$ cat src/rtl/rx_frame_pkg.sv
// Shared types and constants for the UART receive frame controller.
package rx_frame_pkg;

  // Frame parser states.
  typedef enum logic [2:0] {
    ST_IDLE    = 3'd0,
    ST_LEN     = 3'd1,
    ST_PAYLOAD = 3'd2,
    ST_CSUM    = 3'd3,
    ST_DROP    = 3'd4
  } rx_state_e;

  // Reasons reported on err_code alongside err_pulse.
  localparam logic [2:0] ERR_NONE  = 3'd0;
  localparam logic [2:0] ERR_LEN   = 3'd1;
  localparam logic [2:0] ERR_SPACE = 3'd2;
  localparam logic [2:0] ERR_CSUM  = 3'd3;
  localparam logic [2:0] ERR_TMO   = 3'd4;

  // Start-of-frame marker.
  localparam logic [7:0] SYNC_BYTE = 8'hAA;

endpackage

$ cat src/rtl/rx_frame_buf.sv
// Commit/rollback FIFO of {last, data} entries. Writes land at a speculative
// pointer; the reader only sees entries up to the commit pointer.
module rx_frame_buf #(
  parameter int DEPTH = 16,
  localparam int AW = $clog2(DEPTH)
) (
  input  logic          clk,
  input  logic          rst_n,
  input  logic          push_i,
  input  logic [8:0]    push_data_i,
  input  logic          commit_i,
  input  logic          rollback_i,
  input  logic          pop_i,
  output logic [8:0]    head_o,
  output logic          valid_o,
  output logic [AW:0]   free_o
);

  localparam logic [AW:0] DEPTH_P = (AW + 1)'(DEPTH);

  logic [8:0]  mem_q [DEPTH];
  logic [AW:0] wr_spec_q;
  logic [AW:0] commit_q;
  logic [AW:0] rd_q;

  // Show-ahead read of the committed head; free uses the pre-cycle read pointer.
  always_comb begin
    valid_o = (rd_q != commit_q);
    head_o  = mem_q[rd_q[AW-1:0]];
    free_o  = DEPTH_P - (wr_spec_q - rd_q);
  end

  // Storage array: speculative writes at wr_spec.
  always_ff @(posedge clk or negedge rst_n) begin
    if (!rst_n) begin
      for (int i = 0; i < DEPTH; i++) mem_q[i] <= '0;
    end else if (push_i && !rollback_i) begin
      mem_q[wr_spec_q[AW-1:0]] <= push_data_i;
    end
  end

  // Pointer updates: rollback wins over push; commit and pop are independent.
  always_ff @(posedge clk or negedge rst_n) begin
    if (!rst_n) begin
      wr_spec_q <= '0;
      commit_q  <= '0;
      rd_q      <= '0;
    end else begin
      if (rollback_i)  wr_spec_q <= commit_q;
      else if (push_i) wr_spec_q <= wr_spec_q + 1'b1;
      if (commit_i)    commit_q  <= wr_spec_q;
      if (pop_i && valid_o) rd_q <= rd_q + 1'b1;
    end
  end

endmodule

$ cat src/rtl/rx_frame_ctrl.sv
// UART receive frame controller: parses SYNC, LEN, payload, CSUM frames and
// publishes payload downstream only after the XOR checksum matches.
// Handshake: a byte leaves the FIFO on a clock edge where out_valid and
// out_ready are both high; out_data/out_last are stable while out_valid is
// high and out_ready is low.
module rx_frame_ctrl
  import rx_frame_pkg::*;
#(
  parameter int DEPTH       = 16,
  parameter int MAX_LEN     = 16,
  parameter int TIMEOUT_CYC = 50000
) (
  input  logic       clk,
  input  logic       rst_n,
  input  logic       ctrl_en,
  input  logic       rx_done_sig,
  input  logic [7:0] rx_data,
  output logic       rx_en_sig,
  output logic [7:0] out_data,
  output logic       out_last,
  output logic       out_valid,
  input  logic       out_ready,
  output logic       pkt_ok,
  output logic       err_pulse,
  output logic [2:0] err_code
);

  localparam int AW = $clog2(DEPTH);
  localparam int TW = $clog2(TIMEOUT_CYC + 1);
  localparam logic [TW-1:0] TMO_LAST = TW'(TIMEOUT_CYC - 1);

  rx_state_e     state_q, state_d;
  logic [7:0]    rem_q, rem_d;
  logic [7:0]    csum_q, csum_d;
  logic [8:0]    drop_q, drop_d;
  logic [TW-1:0] idle_q, idle_d;
  logic          rx_en_q;
  logic          ok_q, ok_d;
  logic          err_q, err_d;
  logic [2:0]    code_q, code_d;

  logic          push, commit, rollback;
  logic [8:0]    push_data;
  logic [8:0]    head;
  logic [AW:0]   free;

  rx_frame_buf #(.DEPTH(DEPTH)) u_buf (
    .clk        (clk),
    .rst_n      (rst_n),
    .push_i     (push),
    .push_data_i(push_data),
    .commit_i   (commit),
    .rollback_i (rollback),
    .pop_i      (out_ready),
    .head_o     (head),
    .valid_o    (out_valid),
    .free_o     (free)
  );

  assign out_data  = head[7:0];
  assign out_last  = head[8];
  assign rx_en_sig = rx_en_q;
  assign pkt_ok    = ok_q;
  assign err_pulse = err_q;
  assign err_code  = code_q;

  // Next-state logic: abort beats an accepted byte, which beats timeout.
  always_comb begin
    state_d   = state_q;
    rem_d     = rem_q;
    csum_d    = csum_q;
    drop_d    = drop_q;
    idle_d    = (state_q == ST_IDLE) ? '0 : idle_q + 1'b1;
    ok_d      = 1'b0;
    err_d     = 1'b0;
    code_d    = ERR_NONE;
    push      = 1'b0;
    commit    = 1'b0;
    rollback  = 1'b0;
    push_data = {(rem_q == 8'd1), rx_data};
    if (!ctrl_en) begin
      rollback = (state_q != ST_IDLE);
      state_d  = ST_IDLE;
      idle_d   = '0;
    end else if (rx_done_sig) begin
      idle_d = '0;
      unique case (state_q)
        ST_IDLE: begin
          if (rx_data == SYNC_BYTE) state_d = ST_LEN;
        end
        ST_LEN: begin
          if (rx_data == 8'd0 || int'(rx_data) > MAX_LEN) begin
            err_d   = 1'b1;
            code_d  = ERR_LEN;
            state_d = ST_IDLE;
          end else if (int'(rx_data) > int'(free)) begin
            err_d   = 1'b1;
            code_d  = ERR_SPACE;
            drop_d  = {1'b0, rx_data} + 9'd1;
            state_d = ST_DROP;
          end else begin
            rem_d   = rx_data;
            csum_d  = 8'h00;
            state_d = ST_PAYLOAD;
          end
        end
        ST_PAYLOAD: begin
          push   = 1'b1;
          rem_d  = rem_q - 8'd1;
          csum_d = csum_q ^ rx_data;
          if (rem_q == 8'd1) state_d = ST_CSUM;
        end
        ST_CSUM: begin
          if (rx_data == csum_q) begin
            commit = 1'b1;
            ok_d   = 1'b1;
          end else begin
            rollback = 1'b1;
            err_d    = 1'b1;
            code_d   = ERR_CSUM;
          end
          state_d = ST_IDLE;
        end
        ST_DROP: begin
          drop_d = drop_q - 9'd1;
          if (drop_q == 9'd1) state_d = ST_IDLE;
        end
        default: state_d = ST_IDLE;
      endcase
    end else if (state_q != ST_IDLE && idle_q == TMO_LAST) begin
      rollback = 1'b1;
      err_d    = 1'b1;
      code_d   = ERR_TMO;
      state_d  = ST_IDLE;
      idle_d   = '0;
    end
  end

  // State, counters and registered status pulses.
  always_ff @(posedge clk or negedge rst_n) begin
    if (!rst_n) begin
      state_q <= ST_IDLE;
      rem_q   <= '0;
      csum_q  <= '0;
      drop_q  <= '0;
      idle_q  <= '0;
      rx_en_q <= 1'b0;
      ok_q    <= 1'b0;
      err_q   <= 1'b0;
      code_q  <= ERR_NONE;
    end else begin
      state_q <= state_d;
      rem_q   <= rem_d;
      csum_q  <= csum_d;
      drop_q  <= drop_d;
      idle_q  <= idle_d;
      rx_en_q <= ctrl_en;
      ok_q    <= ok_d;
      err_q   <= err_d;
      code_q  <= code_d;
    end
  end

endmodule

$ cat config.mk
export PLATFORM = sky130hd
export DESIGN_NAME = rx_frame_ctrl
export DESIGN_NICKNAME = d
export VERILOG_FILES = /design/src/rtl/rx_frame_pkg.sv /design/src/rtl/rx_frame_buf.sv /design/src/rtl/rx_frame_ctrl.sv
export SDC_FILE = /design/constraint.sdc
export NUM_CORES = 1
export LEC_CHECK = 0
export ABC_AREA = 0
export CAP_MARGIN = 15
export CORE_UTILIZATION = 45
export DETAILED_ROUTE_END_ITERATION = 16
export PLACE_DENSITY = 0.62
export SYNTH_ARGS = -nofsm -noshare
export SYNTH_HDL_FRONTEND = slang
export SYNTH_SLANG_ARGS = --single-unit
$ cat constraint.sdc
create_clock -name clk -period 4.77 [get_ports clk]
set_clock_uncertainty 0.1 [all_clocks]
set_input_delay 0.477 -clock clk [delete_from_list [all_inputs] [get_ports clk]]
set_output_delay 0.477 -clock clk [all_outputs]
set_load 0.05 [all_outputs]
# Word-level counts from Yosys, hierarchy flattened
# Cells that the tools add are included.
dict set report word_totals {
  register_bits 209
  latch_bits 0
  ramBits 0
  mem_bits_ro 0
  in_bits 13
  out_inout_bits 16
  wordCells 130
  mem_count 0
}
dict set report op_classes {
  addsub 8
  mul 0
  n_div 0
  n_lt_le_gt_ge 5
  n_eq_ne 17
  n_shift 0
  muxes 54
  bitwise_logic 3
  n_reduce_logical 15
}
# cell n
set ops {}
lappend ops {{$bwmux 144} 1}
lappend ops {{$mux 16} 4}
lappend ops {{$mux 9} 5}
lappend ops {{$bmux 9 s4} 1}
lappend ops {{$demux 9 s4} 1}
lappend ops {{$mux 3} 11}
lappend ops {{$mux 8} 4}
lappend ops {{$pmux 8 s2} 2}
lappend ops {{$pmux 9 s2} 1}
lappend ops {{$add 16x1->16 const B} 1}
lappend ops {{$eq 16x16->1 const B} 1}
lappend ops {{$mux 1} 16}
lappend ops {{$pmux 3 s4} 1}
lappend ops {{$add 5x1->5 const B} 2}
lappend ops {{$ge 5x5->1 const B} 2}
lappend ops {{$mux 5} 2}
lappend ops {{$not 4->5} 2}
lappend ops {{$reduce_and 5->1} 2}
lappend ops {{$add 8x1->9 const B} 1}
lappend ops {{$eq 9x1->1 const B} 1}
lappend ops {{$sub 9x1->9 const B} 1}
lappend ops {{$eq 8x1->1 const B} 1}
lappend ops {{$eq 8x8->1} 1}
lappend ops {{$eq 8x8->1 const B} 1}
lappend ops {{other kinds (26)} 37}

# Longest topological paths before layout
dict set report logic_depth {
  ltp_word 8
  depth_mapped 17
  depth_no_buf 13
}

# By module
# From an unflattened synthesis, not the netlist that was laid out.
dict set report hier_totals {
  cells_unflattened 862
  area_unflattened_um2 10847.9
}
# module instances cells_each area_each_um2 seq_area_each_um2
set modules_own_cells {}
lappend modules_own_cells {rx_frame_buf 1 510 7741.2 3978.8}
lappend modules_own_cells {rx_frame_ctrl 1 352 3106.7 1251.2}

# Worst setup path after synthesis
# No wires, ideal clock.
dict set report synth_timing {
  path_type {reg2reg}
  startpoint {register u_buf.rd_q[0]}
  endpoint {register drop_q[2]}
  setup_ns 0.121
  arrival_ns 3.699
  required_ns 4.549
  path_slack_ns 0.850
  path_stages_with_launch 18
  path_buffers 4
  period_less_slack_ns 3.920
  cell_sequence {dfrtp_1 buf_2 buf_2 inv_1 ha_1 inv_1 ha_1 inv_1 fa_1 xor2_1 ha_1 nand3_1 o221a_2 o31a_1 buf_6 or3_1 buf_6 o22a_1}
}
dict set report synth_between {
  elab_chain_len 5
}
# element line_no
set synth_lines {}
lappend synth_lines {{start: declaration} rx_frame_buf.sv:24} ;# logic [AW:0] rd_q;
lappend synth_lines {{start signal: assignment} rx_frame_buf.sv:52} ;# if (pop_i && valid_o) rd_q <= rd_q + 1'b1;
lappend synth_lines {{$sub 5x5->5 (2 in a row)} rx_frame_buf.sv:30} ;# free_o = DEPTH_P - (wr_spec_q - rd_q);
lappend synth_lines {{$gt 8x5->1} rx_frame_ctrl.sv:96} ;# end else if (int'(rx_data) > int'(free)) begin
lappend synth_lines {{$ne 2x2->1 (no source line)} --}
lappend synth_lines {{$reduce_and 5->1 (no source line)} --}
lappend synth_lines {{end signal: assignment} rx_frame_ctrl.sv:155} ;# drop_q <= drop_d;
lappend synth_lines {{end: declaration} rx_frame_ctrl.sv:35} ;# logic [8:0] drop_q, drop_d;
# Every way passes these cells.
# A chain may end at the register's enable or synchronous reset.

# Worst setup path after layout
dict set report layout_timing {
  startpoint {register u_buf.rd_q[0]}
  endpoint {output out_data[1]}
}
dict set report layout_between {
  elab_chain_len 4
}
# element line_no
set layout_lines {}
lappend layout_lines {{$not 4->5 (not written as such)} rx_frame_buf.sv:29} ;# head_o = mem_q[rd_q[AW-1:0]];
lappend layout_lines {{$bmux 9 s4} rx_frame_buf.sv:29}
lappend layout_lines {{$mux 9 (not written as such) (2 in a row)} rx_frame_buf.sv:29}
lappend layout_lines {{end: declaration} rx_frame_ctrl.sv:19} ;# output logic [7:0] out_data,
# Every way passes these cells. The select of a mux whose other input is x is not followed.

==> flow_summary.toml <==
[die]
core_area_sq_mm = 0.0226
rows = 55
die-area_sq_mm = 0.0237
io_pins = 29
initial_utilization_pct = 45.9
fp.dieW_microns = 154
die_h_microns = 154

[sta]
finalHoldWorstSlack_ns = 0.355
max_slew_margin_pct = 44.7
hold_viol_final = 0
tightest_slew_ns = 0.830
finalSetupTns_ns = 0
setup_viol = 0
fin_crit_sh_pct = 83.7
finalMaxSlewViolations = 0
min_period_ns = 3.99
grt_setup_unrepaired = "no"
clock.fmax_mhz = 250

[global_routing]
grt_use_total_pct = 21.9
grt_start_max_net_pins = 109
grt_overflow = 0
first_global_vias = 7099
antenna_found_initial = 0
grt_pass1_wl_microns = 40500

[outcome]
status = "complete, no violations"

[critical_path]
ff2ff_path_depth = 12
worstSetupEndpointType = "primary output"
crit_type = "flip-flop to primary output"
cp-start-kind = "flip-flop"
crit_fanout = 39
required_ns = 4.19
crit_arrival_ns = 3.42

[synthesis]
synthArstFlopShare_pct = 100
synthCells = 887
avgSynthCellArea_sq_um = 11.7
syn_nets = 926
syn_area_sq_mm = 0.0104
ys_warn_count = 0
synth_edf_count = 0
ys_ff_latch = 209
ys.flop_type = "dfrtp_1"
ys_seq_area_share_pct = 50.3
ys_types = 58

[clock_tree]
numCtsBuffers = 24
insertion_delay_ns = 0.52
cts_htree_levels = 1
clock_path_buffers = 3
cts_setup_buffers = 0
cts_root_buf = "clkbuf_16"
postCtsResizedCells = 0
cts.sinks = 209
hold_buffers = 1
cts_tree = "done"
clk_pin_slew_worst_paths_ns = 0.06

[drt]
drc = 0
ant_nets = 0
drt-total-wl_microns = 24500
vias_per_cell = 5.85
dr.pass1.iters = 5
vias = 7016
first_iter_violations = 413
wire_per_inst_microns = 20.4

[pwr]
peakVddDrop_mv = 0.270
power_density_mw_per_mm2 = 390
power.leakage_uw = 0.00528

[placement]
portBuffers = 28
gp_congestion = 0.832
dpl.hpwl_microns = 15200

[final_layout]
layout_commonest_cell = "dfrtp_1"
drive_above_1_share_pct = 21.6
area_growth_pct = 12.6
num_antenna_cells = 0
final_cell_mix = "dfrtp_1, o21ai_0, mux2_2"
nets = 939

[min_path]
min_path_type = "flip-flop to flip-flop"
hold_path_depth = 1

[job]
drv_cap = 0
## critical path, stage by stage (launching register included)
cell and delay [ns]:
dfrtp_2 0.35, buf_4 0.63, mux4_2 0.61, mux4_2 0.54, clkdlybuf4s50_1 0.74
## logic make-up (layout without fill, tap and decap cells)
group | Yosys count | after routing | share of synthesized area [%]
AND/OR/NAND/NOR | 220 | 220 | 10.4
multiplexers | 134 | 134 | 19.4
XOR/XNOR | 40 | 40 | 3.37
flip-flops | 209 | 209 | 50.3
adder cells (fa/ha/maj) | 26 | 26 | 3.20
AO/OA/AOI/OAI | 172 | 172 | 9.92
buffers and inverters | 86 | 113 | 3.36
## flip-flops by register name, summed over array words and instances, names as in the netlist
register / cells
csum_q: 8
pkt_ok: 1
err_code: 3
rem_q: 8
u_buf.rd_q: 5
u_buf.wr_spec_q: 5
drop_q: 9
rx_en_sig: 1
err_pulse: 1
idle_q: 16
u_buf.commit_q: 5
state_q: 3
u_buf.mem_q: 144
## power by group
part	switching (uW)	total, uW	internal (uW)
combinational	567	950	383
sequential	32.3	1840	1810
clock	731	1770	1040
total	1330	4560	3230
## stage by stage
stage	std cells	power, uW	worst slack, ns	instance area [sq um]	util [%]
final	1199	4560	0.777	11700	51.7
after global routing	1199	4800	0.609	11700	51.7
after CTS	1199	4630	0.718	11700	51.7
after detailed placement	1158	2830	1.05	10900	48.3
after global placement	1158	2830	1.14	10900	48.3
after floorplan	887	2560	0.850	10400	-
## synthesized netlist by cell type, types with 3 or more instances
master / instances / area [sq um]
buf_2: 6 / 30.0
a21o_1: 5 / 37.5
mux4_2: 45 / 1010
and2_1: 3 / 18.8
nor2_1: 34 / 128
clkbuf_1: 47 / 176
nand4_1: 13 / 81.3
o21ai_0: 88 / 440
nand2_1: 87 / 327
and3_1: 3 / 18.8
nand3_1: 23 / 115
nor3b_1: 8 / 60.1
nor4_1: 8 / 50.1
a31oi_1: 12 / 75.1
o31ai_1: 6 / 45.0
inv_1: 24 / 90.1
o41ai_1: 4 / 35.0
a22o_1: 3 / 26.3
a221o_1: 3 / 30.0
ha_1: 25 / 313
or3_1: 11 / 68.8
mux2_2: 88 / 991
dfrtp_1: 209 / 5230
a211o_1: 3 / 26.3
buf_1: 5 / 18.8
xor2_1: 20 / 175
o22ai_1: 8 / 50.1
a21oi_1: 22 / 110
and4_1: 5 / 43.8
nor3_1: 10 / 50.1
xnor2_1: 20 / 175
a2111oi_0: 5 / 43.8
## cell type report
class | instances | area, sq um
fillers | 1974 | 10900
flip-flops and latches | 209 | 5230
clock inverters | 8 | 86.3
multi-input cells | 592 | 4810
inverters | 25 | 93.8
repair buffers | 48 | 449
clock buffers | 32 | 671
well taps | 285 | 357
## per-layer routing
metal  track usage (%)  share of wire (%)  routed length [microns]  vias up
li1                  -                  -                        -     3269
met1              30.9                 47                    11400     3571
met2              35.2                 48                    11600      138
met3              3.21                3.6                      882       38
met4              6.19                2.2                      538        0
met5                 0                  0                        0        -
## final timing paths
| path | to | slack [ns] | from |
|---|---|---|---|
| max in group asynchronous | u_buf.rd_q[0] | 3.00 | rst_n |
| min in group asynchronous | idle_q[5] | 0.48 | rst_n |
| worst max-delay path | out_data[1] | 0.78 | u_buf.rd_q[0] |
| worst min-delay path | idle_q[0] | 0.36 | idle_q[0] |
| worst min register to register | idle_q[0] | 0.36 | idle_q[0] |
| worst max register to register | rem_q[1] | 1.00 | u_buf.wr_spec_q[2] |
Note: power is estimated with default switching activity, not from simulation.
==> patch (same flow settings) <==
Re-encode `rx_state_e` (5 states) as Gray code, 3 bits wide.
--- a/src/rtl/rx_frame_pkg.sv
+++ b/src/rtl/rx_frame_pkg.sv
@@ -5,7 +5,7 @@
   typedef enum logic [2:0] {
-    ST_IDLE    = 3'd0,
-    ST_LEN     = 3'd1,
-    ST_PAYLOAD = 3'd2,
-    ST_CSUM    = 3'd3,
-    ST_DROP    = 3'd4
+    ST_IDLE    = 3'b000,
+    ST_LEN     = 3'b001,
+    ST_PAYLOAD = 3'b011,
+    ST_CSUM    = 3'b010,
+    ST_DROP    = 3'b110
   } rx_state_e;
Behaviour: no difference found for any inputs over 4 cycles, from zero or initial values and one cycle with rst_n low; so few cycles prove little.
==> patch against the unedited design <==
- the flow now finishes with violations (negative hold slack)
- count of clock-buffer cells in the layout grew 1
- power grew 4.3%
- largest power group is now the clock network
- first-iteration DRC count grew 23%
- global-route usage grew 0.096 points
- routed wire length grew 1.5%
- core utilization grew 0.54 points
- final cell count grew 4.3%
- sequential cell count is the same
- combinational power grew 9%
- setup slack gained 0.029 ns
- design area grew 1.7%
- area after synthesis grew 0.92%
==> patch: results (changes against the unedited design) <==
{| class="wikitable"
! Metric !! Value
|-
| Placer Congestion || 0.807 (-3.1%)
|-
| Buffers from clock root to sink, at most || 3 (unchanged)
|-
| Iteration-0 DRC Markers || 507 (+23%)
|-
| Final-report hold violation count || 27 (+27)
|-
| First-pass GRT wire length || 40,600 um (+0.17%)
|-
| Failing checks || negative hold slack
|-
| Launch instance of the worst register-to-register path || u_buf.wr_spec_q[2]$_DFFE_PN0P_
|-
| Path class of the lowest-slack min-delay path || input pin to async pin
|-
| Number of distinct library cell variants in the gate-level netlist after synthesis || 66 (+14%)
|-
| Placement Setup Slack || 1.06 ns (+0.00425 ns)
|-
| Worst-Margin Slew || 0.888 ns (+0.0587 ns)
|-
| Number of vias per cell || 5.64 (-3.6%)
|-
| Largest net degree at the start of global routing || 109 (unchanged)
|-
| Proportion of synthesized chip area in sequential cells || 0.499 (-0.00456)
|-
| Number of iterations in the first detailed-routing pass || 7 (+2)
|-
| Data arrival time of the worst path || 3.39 ns (-0.03 ns)
|-
| Peak supply drop || 0.282 mV (+4.4%)
|-
| Met3 Usage GRT || 0.0305 (-0.00159)
|-
| Max incr delay on CP || 0.72 ns (-0.02 ns)
|-
| Post-layout net count || 959 (+2.1%)
|-
| Non-filler instance count after layout || 1,250 (+4.3%)
|-
| GRT Resource Usage Total || 0.220 (+0.000957)
|-
| Leading post-synthesis cells by cell area || dfrtp_1 (50%), mux4_2 (9.7%), mux2_2 (9.0%), o21ai_0 (3.5%), nand2_1 (3.5%)
|-
| Share of final-layout standard cells stronger than drive strength 1 || 0.213 (-0.00209)
|-
| Detailed placement HPWL || 15,700 um (+3.0%)
|-
| Met1 capacity usage during global routing || 0.323 (+0.0134)
|-
| Post-placement cell count || 1,208 (+4.3%)
|-
| Run status || finished with violations
|-
| Worst Hold Margin || -0.0385 ns (-0.394 ns)
|-
| Net Count, Synth || 948 (+2.4%)
|}
## patch: critical path: cells and delay by family (launching register included)
kind                   cells  cell delay (ns)
buffers and inverters      2             1.34
muxes                      2             1.14
DFF                        1             0.35
## patch: cell families after synthesis
kind of cell | share of synthesized area
compound gates | 0.0920
xor+xnor | 0.0367
fa+ha+maj | 0.0317
buf+inv | 0.0356
flops | 0.499
mux | 0.194
simple gates | 0.112
## patch: stage by stage
step	cell area, um^2	hold WS, ns	power, mW
finish	11900	-0.0385	4.76
global route	11900	0.0320	4.97
CTS	11900	0.0170	4.81
detailed placement	11100	0.346	2.90
global placement	11100	0.341	2.89
floorplan	10500	0.0814	2.61
## patch: routing by layer
metal	wire length (um)	share of wire	up-vias
met3	1270	0.051	26
li1	-	-	3300
met1	11700	0.47	3562
met5	0	0	-
met2	11500	0.46	163
met4	312	0.013	0
## patch: layout make-up
| type | instances | area (um^2) |
|---|---|---|
| repair buffers | 49 | 454 |
| flip-flops and latches | 209 | 5230 |
| well taps | 313 | 392 |
| inverters | 32 | 120 |
| multi-input cells | 605 | 4880 |
| clock buffers | 33 | 673 |
| fillers | 1981 | 10900 |
| clock inverters | 9 | 140 |
## patch: worst max-delay path by stage
stage	depth (start not counted)	to	slack, ns
detailed placement	12	rem_q[1]$_DFFE_PN0P_	1.06
floorplan	16	rem_q[1]$_DFFE_PN0P_	1.04
CTS	4	out_data[0]	0.73
global placement	12	rem_q[1]$_DFFE_PN0P_	1.10
finish	4	out_data[0]	0.81
global route	4	out_data[4]	0.66
## patch: where the power goes
group	total [mW]	internal (mW)	switching [mW]	leakage, nW
clock network	1.89	1.15	0.744	0.396
logic	1.04	0.403	0.635	2.08
registers	1.83	1.80	0.0234	2.87
total	4.76	3.36	1.40	5.35
